--- config.mk ---
export PLATFORM = sky130hd
export DESIGN_NAME = pe_mc_flat
export DESIGN_NICKNAME = d
export VERILOG_FILES = /design/src/rtl/pe_mc_pkg.sv /design/src/rtl/pe_mc_if.sv /design/src/rtl/pe_mc_regfile.sv /design/src/rtl/pe_mc.sv /design/src/flat_wrapper.sv
export SDC_FILE = /design/constraint.sdc
export NUM_CORES = 1
export LEC_CHECK = 0
export ABC_AREA = 1
export BUFFER_PORTS_ARGS = -buffer_cell sky130_fd_sc_hd__buf_2
export CAP_MARGIN = 20
export CORE_ASPECT_RATIO = 0.7
export CORE_MARGIN = 2
export CORE_UTILIZATION = 30
export CTS_BUF_LIST = sky130_fd_sc_hd__clkbuf_4 sky130_fd_sc_hd__clkbuf_8
export DETAILED_ROUTE_END_ITERATION = 16
export GPL_TIMING_DRIVEN = 1
export SLEW_MARGIN = 25
export SYNTH_ARGS = -nofsm -noshare
export SYNTH_HDL_FRONTEND = slang
export SYNTH_HIERARCHICAL = 1
export SYNTH_SLANG_ARGS = --single-unit
--- constraint.sdc ---
create_clock -name clk -period 7.65 [get_ports clk]
set_input_delay 1.53 -clock clk [delete_from_list [all_inputs] [get_ports clk]]
set_output_delay 1.53 -clock clk [all_outputs]
set_load 0.03 [all_outputs]
--- src/rtl/pe_mc_pkg.sv ---
`default_nettype none
// ============================================================================
//  Module   : pe_pkg
//  Brief    : Shared types, state encodings and output saturation helper
//             for the multi-channel processing element.
//  Revision : 1.0 - initial release
// ============================================================================
package pe_pkg;

    localparam int PE_BITWIDTH  = 16;
    localparam int PE_ACC_WIDTH = 40;

    localparam logic [2:0] c_st_idle = 3'd0;
    localparam logic [2:0] c_st_load = 3'd1;
    localparam logic [2:0] c_st_mac  = 3'd2;
    localparam logic [2:0] c_st_acc  = 3'd3;
    localparam logic [2:0] c_st_out  = 3'd4;

    typedef enum logic [2:0] {
        IDLE = c_st_idle,
        LOAD = c_st_load,
        MAC  = c_st_mac,
        ACC  = c_st_acc,
        OUT  = c_st_out
    } state_t;

    // Clamp a wide signed accumulator into the signed psum range.
    function automatic logic signed [PE_BITWIDTH-1:0] saturate(
        input logic signed [PE_ACC_WIDTH-1:0] acc
    );
        logic signed [PE_ACC_WIDTH-1:0] v_max;
        logic signed [PE_ACC_WIDTH-1:0] v_min;
        v_max = {{(PE_ACC_WIDTH-PE_BITWIDTH+1){1'b0}}, {(PE_BITWIDTH-1){1'b1}}};
        v_min = {{(PE_ACC_WIDTH-PE_BITWIDTH+1){1'b1}}, {(PE_BITWIDTH-1){1'b0}}};
        if (acc > v_max) begin
            saturate = v_max[PE_BITWIDTH-1:0];
        end else if (acc < v_min) begin
            saturate = v_min[PE_BITWIDTH-1:0];
        end else begin
            saturate = acc[PE_BITWIDTH-1:0];
        end
    endfunction

endpackage
`default_nettype wire

--- src/rtl/pe_mc_if.sv ---
`default_nettype none
// ============================================================================
//  Module   : pe_mc_if
//  Brief    : Configuration, operand and psum handshake bundle of pe_mc.
//             master = upstream driver / array fabric, slave = the PE.
//  Revision : 1.0 - initial release
// ============================================================================
interface pe_mc_if #(
    parameter int BITWIDTH      = 16,
    parameter int RF_ADDR_WIDTH = 3,
    parameter int MAX_CHANNELS  = 4
);
    localparam int c_ch_w = $clog2(MAX_CHANNELS) + 1;

    logic                       cfg_valid;
    logic                       cfg_ready;
    logic [RF_ADDR_WIDTH:0]     cfg_filter_size;
    logic [c_ch_w-1:0]          cfg_channels;
    logic                       cfg_use_psum;

    logic                       ifmap_valid;
    logic                       ifmap_ready;
    logic signed [BITWIDTH-1:0] ifmap;

    logic                       filter_valid;
    logic                       filter_ready;
    logic signed [BITWIDTH-1:0] filter;

    logic                       psum_in_valid;
    logic                       psum_in_ready;
    logic signed [BITWIDTH-1:0] psum_in;

    logic                       psum_out_valid;
    logic                       psum_out_ready;
    logic signed [BITWIDTH-1:0] psum_out;

    logic                       busy;

    modport master (
        output cfg_valid, cfg_filter_size, cfg_channels, cfg_use_psum,
        output ifmap_valid, ifmap, filter_valid, filter,
        output psum_in_valid, psum_in, psum_out_ready,
        input  cfg_ready, ifmap_ready, filter_ready, psum_in_ready,
        input  psum_out_valid, psum_out, busy
    );

    modport slave (
        input  cfg_valid, cfg_filter_size, cfg_channels, cfg_use_psum,
        input  ifmap_valid, ifmap, filter_valid, filter,
        input  psum_in_valid, psum_in, psum_out_ready,
        output cfg_ready, ifmap_ready, filter_ready, psum_in_ready,
        output psum_out_valid, psum_out, busy
    );

endinterface
`default_nettype wire

--- src/rtl/pe_mc_regfile.sv ---
`default_nettype none
// ============================================================================
//  Module   : pe_regfile
//  Brief    : Write-pointer register file with asynchronous indexed read.
//             The pointer doubles as the count of words written since the
//             last clear.
//  Revision : 1.0 - initial release
// ============================================================================
module pe_regfile #(
    parameter int WIDTH      = 16,
    parameter int ADDR_WIDTH = 3
) (
    input  logic                  clk,
    input  logic                  rst,
    input  logic                  i_clr,
    input  logic                  i_we,
    input  logic [WIDTH-1:0]      i_wdata,
    input  logic [ADDR_WIDTH-1:0] i_raddr,
    output logic [WIDTH-1:0]      o_rdata,
    output logic [ADDR_WIDTH:0]   o_count
);
    localparam int c_depth = 2 ** ADDR_WIDTH;

    logic [WIDTH-1:0]    r_mem [c_depth];
    logic [ADDR_WIDTH:0] r_ptr;

    // Write pointer: cleared on reset or when a new load phase begins.
    always_ff @(posedge clk) begin
        if (rst || i_clr) begin
            r_ptr <= '0;
        end else if (i_we) begin
            r_ptr <= r_ptr + 1'b1;
        end
    end

    // Storage: one word per accepted transfer at the current pointer.
    always_ff @(posedge clk) begin
        if (i_we) begin
            r_mem[r_ptr[ADDR_WIDTH-1:0]] <= i_wdata;
        end
    end

    assign o_rdata = r_mem[i_raddr];
    assign o_count = r_ptr;

endmodule
`default_nettype wire

--- src/rtl/pe_mc.sv ---
`default_nettype none
// ============================================================================
//  Module   : pe_mc
//  Brief    : Multi-channel processing element. Loads K ifmap/filter words
//             per channel, runs K MACs into a wide accumulator over C
//             channels, optionally adds the psum from below, and emits one
//             saturated psum upward.
//  Revision : 1.0 - initial release
// ============================================================================
module pe_mc
    import pe_pkg::*;
#(
    parameter int BITWIDTH      = PE_BITWIDTH,
    parameter int RF_ADDR_WIDTH = 3,
    parameter int RF_DEPTH      = 2 ** RF_ADDR_WIDTH,
    parameter int MAX_CHANNELS  = 4,
    parameter int ACC_WIDTH     = PE_ACC_WIDTH
) (
    input logic    clk,
    input logic    rst,
    pe_mc_if.slave bus
);
    localparam int c_k_w = RF_ADDR_WIDTH + 1;
    localparam int c_c_w = $clog2(MAX_CHANNELS) + 1;
    localparam int c_p_w = 2 * BITWIDTH;
    localparam logic [c_k_w-1:0] c_k_one = c_k_w'(1);
    localparam logic [c_c_w-1:0] c_c_one = c_c_w'(1);

    state_t                     r_state;
    state_t                     w_state_nxt;
    logic [c_k_w-1:0]           r_k;
    logic [c_c_w-1:0]           r_c;
    logic [c_c_w-1:0]           r_chan;
    logic                       r_p;
    logic [RF_ADDR_WIDTH-1:0]   r_mac_idx;
    logic signed [ACC_WIDTH-1:0] r_acc;
    logic signed [ACC_WIDTH-1:0] w_acc_nxt;
    logic signed [BITWIDTH-1:0] r_psum_out;
    logic                       r_psum_out_valid;

    logic [c_k_w-1:0]           w_if_cnt;
    logic [c_k_w-1:0]           w_f_cnt;
    logic [BITWIDTH-1:0]        w_if_rd;
    logic [BITWIDTH-1:0]        w_f_rd;
    logic                       w_cfg_fire;
    logic                       w_if_fire;
    logic                       w_f_fire;
    logic                       w_ps_fire;
    logic                       w_out_fire;
    logic                       w_rf_clr;
    logic                       w_if_done;
    logic                       w_f_done;
    logic                       w_mac_last;
    logic                       w_chan_more;
    logic [c_k_w-1:0]           w_k_cfg;
    logic [c_c_w-1:0]           w_c_cfg;
    logic signed [c_p_w-1:0]    w_if_ext;
    logic signed [c_p_w-1:0]    w_f_ext;
    logic signed [c_p_w-1:0]    w_prod;
    logic signed [ACC_WIDTH-1:0] w_prod_ext;
    logic signed [ACC_WIDTH-1:0] w_psum_ext;
    logic signed [BITWIDTH-1:0] w_sat;

    pe_regfile #(.WIDTH(BITWIDTH), .ADDR_WIDTH(RF_ADDR_WIDTH)) u_ifmap_rf (
        .clk     (clk),
        .rst     (rst),
        .i_clr   (w_rf_clr),
        .i_we    (w_if_fire),
        .i_wdata (bus.ifmap),
        .i_raddr (r_mac_idx),
        .o_rdata (w_if_rd),
        .o_count (w_if_cnt)
    );

    pe_regfile #(.WIDTH(BITWIDTH), .ADDR_WIDTH(RF_ADDR_WIDTH)) u_filter_rf (
        .clk     (clk),
        .rst     (rst),
        .i_clr   (w_rf_clr),
        .i_we    (w_f_fire),
        .i_wdata (bus.filter),
        .i_raddr (r_mac_idx),
        .o_rdata (w_f_rd),
        .o_count (w_f_cnt)
    );

    // Readies are pure decodes of state and counters, never of valids.
    assign bus.cfg_ready      = (r_state == IDLE);
    assign bus.ifmap_ready    = (r_state == LOAD) && (w_if_cnt < r_k);
    assign bus.filter_ready   = (r_state == LOAD) && (w_f_cnt < r_k);
    assign bus.psum_in_ready  = (r_state == ACC);
    assign bus.psum_out_valid = r_psum_out_valid;
    assign bus.psum_out       = r_psum_out;
    assign bus.busy           = (r_state != IDLE);

    assign w_cfg_fire = bus.cfg_valid      && bus.cfg_ready;
    assign w_if_fire  = bus.ifmap_valid    && bus.ifmap_ready;
    assign w_f_fire   = bus.filter_valid   && bus.filter_ready;
    assign w_ps_fire  = bus.psum_in_valid  && bus.psum_in_ready;
    assign w_out_fire = r_psum_out_valid   && bus.psum_out_ready;

    // Out-of-range K and C fold to the nearest legal value.
    assign w_k_cfg = (bus.cfg_filter_size == '0)                 ? c_k_one :
                     (bus.cfg_filter_size > c_k_w'(RF_DEPTH))    ? c_k_w'(RF_DEPTH) :
                     bus.cfg_filter_size;
    assign w_c_cfg = (bus.cfg_channels == '0)                    ? c_c_one :
                     (bus.cfg_channels > c_c_w'(MAX_CHANNELS))   ? c_c_w'(MAX_CHANNELS) :
                     bus.cfg_channels;

    // Load completes when both counts reach K, including this edge's transfer.
    assign w_if_done   = (w_if_cnt + c_k_w'(w_if_fire)) == r_k;
    assign w_f_done    = (w_f_cnt  + c_k_w'(w_f_fire))  == r_k;
    assign w_mac_last  = ({1'b0, r_mac_idx} + c_k_one) == r_k;
    assign w_chan_more = (r_chan + c_c_one) < r_c;

    // Full-precision product and sign extension into the accumulator width.
    assign w_if_ext   = {{BITWIDTH{w_if_rd[BITWIDTH-1]}}, w_if_rd};
    assign w_f_ext    = {{BITWIDTH{w_f_rd[BITWIDTH-1]}}, w_f_rd};
    assign w_prod     = w_if_ext * w_f_ext;
    assign w_prod_ext = {{(ACC_WIDTH-c_p_w){w_prod[c_p_w-1]}}, w_prod};
    assign w_psum_ext = {{(ACC_WIDTH-BITWIDTH){bus.psum_in[BITWIDTH-1]}}, bus.psum_in};

    // Saturation only ever applies to the value leaving the PE.
    generate
        if (BITWIDTH == PE_BITWIDTH && ACC_WIDTH == PE_ACC_WIDTH) begin : g_sat_pkg
            assign w_sat = saturate(w_acc_nxt);
        end else begin : g_sat_gen
            localparam logic signed [ACC_WIDTH-1:0] c_max =
                {{(ACC_WIDTH-BITWIDTH+1){1'b0}}, {(BITWIDTH-1){1'b1}}};
            localparam logic signed [ACC_WIDTH-1:0] c_min =
                {{(ACC_WIDTH-BITWIDTH+1){1'b1}}, {(BITWIDTH-1){1'b0}}};
            assign w_sat = (w_acc_nxt > c_max) ? c_max[BITWIDTH-1:0] :
                           (w_acc_nxt < c_min) ? c_min[BITWIDTH-1:0] :
                           w_acc_nxt[BITWIDTH-1:0];
        end
    endgenerate

    // Next-state, accumulator update and register-file clear decode.
    always_comb begin
        w_state_nxt = r_state;
        w_acc_nxt   = r_acc;
        w_rf_clr    = 1'b0;
        case (r_state)
            IDLE: begin
                if (w_cfg_fire) begin
                    w_state_nxt = LOAD;
                    w_acc_nxt   = '0;
                    w_rf_clr    = 1'b1;
                end
            end
            LOAD: begin
                if (w_if_done && w_f_done) begin
                    w_state_nxt = MAC;
                end
            end
            MAC: begin
                w_acc_nxt = r_acc + w_prod_ext;
                if (w_mac_last) begin
                    if (w_chan_more) begin
                        w_state_nxt = LOAD;
                        w_rf_clr    = 1'b1;
                    end else if (r_p) begin
                        w_state_nxt = ACC;
                    end else begin
                        w_state_nxt = OUT;
                    end
                end
            end
            ACC: begin
                if (w_ps_fire) begin
                    w_acc_nxt   = r_acc + w_psum_ext;
                    w_state_nxt = OUT;
                end
            end
            OUT: begin
                if (w_out_fire) begin
                    w_state_nxt = IDLE;
                end
            end
            default: begin
                w_state_nxt = IDLE;
            end
        endcase
    end

    // State register.
    always_ff @(posedge clk) begin
        if (rst) begin
            r_state <= IDLE;
        end else begin
            r_state <= w_state_nxt;
        end
    end

    // Job configuration, MAC indexing, accumulator and registered output.
    always_ff @(posedge clk) begin
        if (rst) begin
            r_k              <= '0;
            r_c              <= '0;
            r_p              <= 1'b0;
            r_chan           <= '0;
            r_mac_idx        <= '0;
            r_acc            <= '0;
            r_psum_out       <= '0;
            r_psum_out_valid <= 1'b0;
        end else begin
            r_acc <= w_acc_nxt;
            if (w_cfg_fire) begin
                r_k       <= w_k_cfg;
                r_c       <= w_c_cfg;
                r_p       <= bus.cfg_use_psum;
                r_chan    <= '0;
                r_mac_idx <= '0;
            end
            if (r_state == MAC) begin
                if (w_mac_last) begin
                    r_mac_idx <= '0;
                    if (w_chan_more) begin
                        r_chan <= r_chan + c_c_one;
                    end
                end else begin
                    r_mac_idx <= r_mac_idx + RF_ADDR_WIDTH'(1);
                end
            end
            if (w_state_nxt == OUT && r_state != OUT) begin
                r_psum_out       <= w_sat;
                r_psum_out_valid <= 1'b1;
            end else if (w_out_fire) begin
                r_psum_out_valid <= 1'b0;
            end
        end
    end

endmodule
`default_nettype wire

--- src/flat_wrapper.sv ---
// flat-port wrapper written by rule: the top's interface ports become plain ports
module pe_mc_flat import pe_pkg::*;
#(
    parameter int BITWIDTH      = PE_BITWIDTH,
    parameter int RF_ADDR_WIDTH = 3,
    parameter int RF_DEPTH      = 2 ** RF_ADDR_WIDTH,
    parameter int MAX_CHANNELS  = 4,
    parameter int ACC_WIDTH     = PE_ACC_WIDTH
)
  (clk, rst, bus_cfg_valid, bus_cfg_filter_size, bus_cfg_channels, bus_cfg_use_psum, bus_ifmap_valid, bus_ifmap, bus_filter_valid, bus_filter, bus_psum_in_valid, bus_psum_in, bus_psum_out_ready, bus_cfg_ready, bus_ifmap_ready, bus_filter_ready, bus_psum_in_ready, bus_psum_out_valid, bus_psum_out, bus_busy);
  pe_mc_if #(.BITWIDTH(BITWIDTH), .RF_ADDR_WIDTH(RF_ADDR_WIDTH), .MAX_CHANNELS(MAX_CHANNELS)) bus_i ();
  input logic clk;
  input logic rst;
  input wire logic [$bits(bus_i.cfg_valid)-1:0] bus_cfg_valid;
  input wire logic [$bits(bus_i.cfg_filter_size)-1:0] bus_cfg_filter_size;
  input wire logic [$bits(bus_i.cfg_channels)-1:0] bus_cfg_channels;
  input wire logic [$bits(bus_i.cfg_use_psum)-1:0] bus_cfg_use_psum;
  input wire logic [$bits(bus_i.ifmap_valid)-1:0] bus_ifmap_valid;
  input wire logic [$bits(bus_i.ifmap)-1:0] bus_ifmap;
  input wire logic [$bits(bus_i.filter_valid)-1:0] bus_filter_valid;
  input wire logic [$bits(bus_i.filter)-1:0] bus_filter;
  input wire logic [$bits(bus_i.psum_in_valid)-1:0] bus_psum_in_valid;
  input wire logic [$bits(bus_i.psum_in)-1:0] bus_psum_in;
  input wire logic [$bits(bus_i.psum_out_ready)-1:0] bus_psum_out_ready;
  output wire logic [$bits(bus_i.cfg_ready)-1:0] bus_cfg_ready;
  output wire logic [$bits(bus_i.ifmap_ready)-1:0] bus_ifmap_ready;
  output wire logic [$bits(bus_i.filter_ready)-1:0] bus_filter_ready;
  output wire logic [$bits(bus_i.psum_in_ready)-1:0] bus_psum_in_ready;
  output wire logic [$bits(bus_i.psum_out_valid)-1:0] bus_psum_out_valid;
  output wire logic [$bits(bus_i.psum_out)-1:0] bus_psum_out;
  output wire logic [$bits(bus_i.busy)-1:0] bus_busy;
  assign bus_i.cfg_valid = bus_cfg_valid;
  assign bus_i.cfg_filter_size = bus_cfg_filter_size;
  assign bus_i.cfg_channels = bus_cfg_channels;
  assign bus_i.cfg_use_psum = bus_cfg_use_psum;
  assign bus_i.ifmap_valid = bus_ifmap_valid;
  assign bus_i.ifmap = bus_ifmap;
  assign bus_i.filter_valid = bus_filter_valid;
  assign bus_i.filter = bus_filter;
  assign bus_i.psum_in_valid = bus_psum_in_valid;
  assign bus_i.psum_in = bus_psum_in;
  assign bus_i.psum_out_ready = bus_psum_out_ready;
  assign bus_cfg_ready = bus_i.cfg_ready;
  assign bus_ifmap_ready = bus_i.ifmap_ready;
  assign bus_filter_ready = bus_i.filter_ready;
  assign bus_psum_in_ready = bus_i.psum_in_ready;
  assign bus_psum_out_valid = bus_i.psum_out_valid;
  assign bus_psum_out = bus_i.psum_out;
  assign bus_busy = bus_i.busy;
  pe_mc #(.BITWIDTH(BITWIDTH), .RF_ADDR_WIDTH(RF_ADDR_WIDTH), .RF_DEPTH(RF_DEPTH), .MAX_CHANNELS(MAX_CHANNELS), .ACC_WIDTH(ACC_WIDTH)) u_core (.clk(clk), .rst(rst), .bus(bus_i));
endmodule
==> reports/metrics.yaml, run 1 <==
detailed_routing:
  wl_met2_um: 43700
  drtAntennaViolNets: 0
  drcViolationCount: 0
  routed_wl_um: 104000
  wl_met1_um: 49200
  viasPerCell: 4.62
  vias: 28300
  wl_met3_um: 9510
  dr.first_iter.drc_count: 2434
  wl_per_cell_um: 17.0
  drtPass1Iterations: 7
  top_layer: "met5"
clock_network:
  clock_sinks: 338
  root_buffer: "clkbuf_8"
  numCtsBuffers: 58
  cts_buffer_depth: 3
  clk_latency_ns: 0.72
  clkSlewWorstSetupHoldPaths_ns: 0.06
  cts_max_level: 2
  cts_tree: "yes"
  ctsHoldBuffers: 0
yosys:
  synth_seq_area_share_pct: 28.5
  synth_top_area_share_pct: 23.5
  yosys.area.top_type: "edfxtp_1"
  synth_area_um2: 32700
  synth_nets: 4891
  ys_seq_elements: 338
  yosysWarnings: 6
  ys_types: 53
  synthArstFlopShare_pct: 0
  synth_flop_cell: "edfxtp_1"
  netlist_instances: 4327
  synth_area_per_cell_um2: 7.56
  synth.area.top_cells: "edfxtp_1 24%, fa_1 20%, nand2_1 15%, inv_1 13%, ha_1 6.5%"
  synth_edf_count: 256
sta:
  hold_viol: 0
  relSlewSlack_pct: 34.2
  setup_viol: 0
  fin_skew_ns: 0.0822
  grt_setup_unrepaired: "true"
  setup_ws_ns: 0.188
  slew_violations: 0
  min_period_over_period_pct: 97.5
  fmax_mhz: 134
  tightest_slew_ns: 0.984
  min_period_ns: 7.46
placement:
  dp_worst_setup_slack_ns: -0.216
  gp_congestion: 0.984
  dp_hpwl_um: 79200
  numPortBuffers: 84
worst_setup_path:
  crit_arrival_ns: 8.06
  path_class: "reg -> reg"
  start_kind: "register"
  max_stage_delay_ns: 0.57
  crit_path_start: "u_core/r_mac_idx[0]"
  slowest_stage: "fa_2"
  cp_common_cell: "nand2_1"
  required_ns: 8.25
  reg2reg_from: "u_core/r_mac_idx[0]"
  endpoint_kind: "register"
  critPathMaxFanout: 8
  worst-path-buf-inv: 13
  crit_family: "adder cells"
  reg2reg_setup_slack_ns: 0.19
die:
  num_io_pins: 85
  die_x_um: 399
  initial_core_util_pct: 30.2
  dieArea_um2: 112000
  placeableCoreArea_um2: 108000
  num_rows: 101
  die_y_um: 280
global_route:
  antenna_found_initial: 2
  grt_max_degree: 53
  grt_pass1_wl_um: 155000
  grt_pass1_vias: 26700
  grtUsageTotal_pct: 17.9
  overflow: 0
min_path:
  hold_start: "u_core/r_chan[1]"
  min_path_type: "reg -> reg"
final_layout:
  fill_cells: 11200
  nNetsFinal: 5198
  syn2layout_area_growth_pct: 22.5
  num_antenna_cells: 0
  drive_above_1_share_pct: 17.8
outcome:
  status: "completed"
job:
  cap_viol_max_count: 0
[per-layer routing]
layer / GRT usage, % / vias to the layer above
met3: 3.87 / 98
met2: 26.5 / 1038
li1: - / 13600
met1: 26.9 / 13500
met5: 0 / -
met4: 3.08 / 4
[stage by stage]
| step | utilization [%] | area, µm² | cells | hold slack (ns) | setup TNS (ns) |
|---|---|---|---|---|---|
| 5_1_grt | 37.0 | 40100 | 6121 | 0.486 | -1.74 |
| 4_1_cts | 34.8 | 37700 | 6050 | 0.468 | 0 |
| 2_1_floorplan | - | 32700 | 4327 | 0.440 | 0 |
| 3_5_place_dp | 33.5 | 36300 | 5945 | 0.459 | -2.74 |
| 3_3_place_gp | 33.5 | 36300 | 5945 | 0.456 | -2.73 |
| 6_report | 37.0 | 40100 | 6121 | 0.467 | 0 |
[cell usage after synthesis (16+ instances only)]
library cell,number
edfxtp_1,256
ha_1,170
o21ai_0,70
dfxtp_1,82
nand3_1,298
a21oi_1,114
nand4_1,32
nand3b_1,16
nor2_1,224
fa_1,331
buf_6,16
inv_1,1108
nand2_1,1330
clkbuf_1,73
buf_2,29
[cells by family after synthesis]
logic type | after synthesis | synth area share (%)
compound gates | 241 | 4.14
xor+xnor | 20 | 0.536
fa+ha+maj | 501 | 26.8
buf+inv | 1247 | 14.9
flops | 338 | 28.5
simple gates | 1980 | 25.1
[repair_timing]
action / 4_1_cts / 5_1_grt
endpoints found under the setup margin: 15 / 16
setup buffers: 0 / 51
pin swaps: 0 / 116
gates cloned: 0 / 19
resized for setup: 10 / 412
[sequential cells by signal, summed over array words and instances, names as in the netlist]
name                        cells
u_core/u_filter_rf/r_mem      128
u_core/u_ifmap_rf/r_mem       128
u_core/r_acc                   40
u_core/bus.psum_out            16
u_core/r_k                      4
u_core/u_filter_rf/o_count      4
u_core/u_ifmap_rf/o_count       4
u_core/r_c                      3
u_core/r_chan                   3
u_core/r_mac_idx                3
u_core/r_state                  3
u_core/bus.psum_out_valid       1
u_core/r_p                      1
[cell usage in the layout (no fill, tap or decap), types with 17 or more instances in the layout]
| cell type | Yosys | final |
|---|---|---|
| a21oi_1 | 114 | 92 |
| a21oi_2 | 3 | 17 |
| buf_12 | 0 | 35 |
| buf_2 | 29 | 84 |
| buf_4 | 9 | 218 |
| clkbuf_4 | 0 | 28 |
| clkbuf_8 | 0 | 68 |
| dfxtp_1 | 82 | 80 |
| edfxtp_1 | 256 | 256 |
| fa_1 | 331 | 319 |
| ha_1 | 170 | 141 |
| ha_4 | 0 | 22 |
| inv_1 | 1108 | 1082 |
| inv_2 | 4 | 26 |
| nand2_1 | 1330 | 1228 |
| nand2_2 | 13 | 86 |
| nand2_4 | 1 | 31 |
| nand3_1 | 298 | 266 |
| nand3_2 | 11 | 39 |
| nand4_1 | 32 | 32 |
| nor2_1 | 224 | 173 |
| nor2_2 | 10 | 41 |
| nor2_4 | 0 | 20 |
| o21ai_0 | 70 | 60 |
[path summary, 6_finish.rpt]
check | end | depth (start not counted)
max reg2reg | u_core/bus.psum_out[8] | 45
min | u_core/r_chan[1] | 2
max | u_core/bus.psum_out[8] | 45
min reg2reg | u_core/r_chan[1] | 2
[worst register-to-register path, delay by kind of cell (launching register included)]
kind / cells / cell delay (ns)
flip-flops: 1 / 0.40
adder cells (fa/ha/maj): 7 / 3.37
AND/OR/NAND/NOR: 25 / 2.43
buffers and inverters: 13 / 1.20
[layout make-up]
type	instances	area [µm²]	area share, %
clock buffer	95	1140	2.84
clock inverter	10	196	0.490
inverter	1113	4200	10.5
multi-input combinational	2744	19900	49.6
sequential	338	9330	23.3
tap	1442	1800	4.50
timing repair buffer	379	3510	8.75
Power of run 1 is not shown: default switching activity piles up to over one toggle a cycle in this logic, so the estimate is an artifact.
==> run 2, diff against run 1 <==
--- a/config.mk
+++ b/config.mk
@@ -9,7 +9,6 @@
 export BUFFER_PORTS_ARGS = -buffer_cell sky130_fd_sc_hd__buf_2
 export CAP_MARGIN = 20
 export CORE_ASPECT_RATIO = 0.7
-export CORE_MARGIN = 2
 export CORE_UTILIZATION = 30
 export CTS_BUF_LIST = sky130_fd_sc_hd__clkbuf_4 sky130_fd_sc_hd__clkbuf_8
 export DETAILED_ROUTE_END_ITERATION = 16
==> constraint.sdc (replaced) <==
create_clock -name clk -period 8.2 [get_ports clk]
set_input_delay 1.64 -clock clk [delete_from_list [all_inputs] [get_ports clk]]
set_output_delay 1.64 -clock clk [all_outputs]
set_load 0.03 [all_outputs]
==> reports/metrics.yaml, run 2 (synthesized netlist as in run 1, its figures left out) <==
worst_setup_path:
  path_class: "reg -> reg"
  slowest_stage: "fa_2"
  endpoint_kind: "register"
  reg2reg_from: "u_core/r_mac_idx[1]"
  reg2reg_setup_slack_ns: 0.38  # +0.19 ns
  required_ns: 8.82  # +0.57 ns
  start_kind: "register"
  r2r_cells: 36  # -20%
  worst-path-buf-inv: 9  # -4
  critPathMaxFanout: 10  # +2
  cp_common_cell: "nand2_1"
  crit_arrival_ns: 8.45  # +0.39 ns
  timing.rr.end: "u_core/bus.psum_out[8]"
  max_stage_delay_ns: 0.62  # +0.05 ns
  crit_family: "adder cells"
global_route:
  grt_pass1_wl_um: 153000  # -1.3%
  overflow: 0  # unchanged
  grtUsageMet3_pct: 4.29  # +0.42 points
  grt_pass1_vias: 27000  # +1.1%
  grtUsageMet1_pct: 25.8  # -1.1 points
  use_met2_pct: 26.6  # +0.054 points
  antenna_found_initial: 3  # +1
  grtUsageTotal_pct: 17.7  # -0.17 points
  grt_max_degree: 49  # -7.5%
  grt_busiest_layer: "met2"
detailed_routing:
  drcViolationCount: 0  # unchanged
  routed_wl_um: 96600  # -7.1%
  dr.first_iter.drc_count: 2278  # -6.4%
  viasPerCell: 4.59  # -0.53%
  wl_per_cell_um: 16.3  # -3.9%
  vias: 27200  # -3.8%
  drtPass1Iterations: 5  # -2
  drtAntennaViolNets: 0  # unchanged
final_layout:
  num_antenna_cells: 0  # unchanged
  syn2layout_area_growth_pct: 11.7
  mostFrequentLayoutCells: "1,319 x nand2_1, 1,107 x inv_1, 327 x fa_1, 295 x nand3_1, 256 x edfxtp_1"
  nNetsFinal: 5007  # -3.7%
  fill_cells: 11300  # +1.5%
  multiInputGateArea_um2: 18700  # -6.1%
  fin_cells: 5920  # -3.3%
  drive_above_1_share_pct: 8.59  # -9.2 points
  fin_util_pct: 34.1  # -2.9 points
  layout_commonest_cell: "nand2_1"
  regArea_um2: 9330  # unchanged
placement:
  dp_hpwl_um: 76500  # -3.4%
  dp_worst_setup_slack_ns: -0.0155  # +0.200 ns
  gp_congestion: 0.965  # -2.0%
  placedCellCount: 5802  # -2.4%
  numPortBuffers: 84  # unchanged
sta:
  setup_viol: 0  # unchanged
  slew_violations: 0  # unchanged
  min_period_over_period_pct: 95.4  # -2.1 points
  fin_skew_ns: 0.0307  # -0.0516 ns
  hold_viol: 0  # unchanged
  grt_setup_unrepaired: "false"
  tightest_slew_ns: 1.03  # +0.0423 ns
  finalSetupTns_ns: 0  # unchanged
  relSlewSlack_pct: 31.4  # -2.8 points
  fmax_mhz: 128  # -4.6%
  min_period_ns: 7.82  # +0.362 ns
  setup_ws_ns: 0.376  # +0.188 ns
clock_network:
  cts_buffer_depth: 3  # unchanged
  ctsHoldBuffers: 0  # unchanged
  cts_max_level: 2  # unchanged
  root_buffer: "clkbuf_8"
  clk_latency_ns: 0.68  # -0.04 ns
  clkSlewWorstSetupHoldPaths_ns: 0.06  # about the same
  cts_tree: "yes"
  numCtsBuffers: 59  # +1.7%
  clock_sinks: 338  # unchanged
die:
  initial_core_util_pct: 30.5  # +0.34 points
  dieArea_um2: 110000  # -1.2%
  num_io_pins: 85  # unchanged
  die_x_um: 397  # -0.50%
  placeableCoreArea_um2: 107000  # -1.1%
  die_y_um: 278  # -0.71%
  num_rows: 100  # -0.99%
job:
  cap_viol_max_count: 0  # unchanged
min_path:
  min_path_type: "reg -> reg"
  worstHoldEndpoint: "u_core/r_c[0]"
  min_delay_path_depth: 2  # unchanged
  hold_start: "u_core/r_c[0]"
outcome:
  status: "completed"
-- run 2: layer usage --
layer	share of wire [%]	vias to the layer above
met5	0.028	-
met4	1.8	4
met3	9.3	120
met2	42	929
met1	47	12900
li1	-	13200
-- run 2: timing repair --
action / in CTS / in global routing
setup endpoints to repair: 15 / 15
resized for setup: 2 / 42
pin swaps: 0 / 5
cloned: 0 / 1
buffers inserted: 0 / 7
-- run 2: worst max path at each step --
stage,start,to,slack [ns],cells past startpoint
3_3_place_gp,u_core/r_mac_idx[1],u_core/bus.psum_out[8],-0.02,36
2_1_floorplan,u_core/r_mac_idx[0],u_core/bus.psum_out[14],0.72,39
3_5_place_dp,u_core/r_mac_idx[1],u_core/bus.psum_out[3],-0.02,36
4_1_cts,u_core/r_mac_idx[0],u_core/bus.psum_out[3],0.02,34
6_report,u_core/r_mac_idx[1],u_core/bus.psum_out[8],0.38,36
5_1_grt,u_core/r_mac_idx[1],u_core/bus.psum_out[0],0.007,36
-- run 2: final cells by class --
type | instances | area share (%)
Clock buffer | 75 | 2.59
Clock inverter | 35 | 0.596
Inverter | 1113 | 11.4
Multi-Input combinational cell | 2743 | 51.1
Sequential cell | 338 | 25.6
Tap cell | 1428 | 4.89
Timing Repair Buffer | 188 | 3.82
-- run 2: worst register-to-register path: cells and delay by family, from the launching register on --
family                     cells  cell delay, ns
adders and majority gates      7            3.64
buffers and inverters          9            1.19
DFF                            1            0.43
and+or+nand+nor               20            2.53
-- run 2: metrics by stage --
step / hold WS (ns) / cell area [µm²]
2_1_floorplan: 0.440 / 32700
3_3_place_gp: 0.456 / 35100
3_5_place_dp: 0.461 / 35100
4_1_cts: 0.470 / 36300
5_1_grt: 0.503 / 36500
6_report: 0.467 / 36500
Power of run 2 is left out for the same reason.
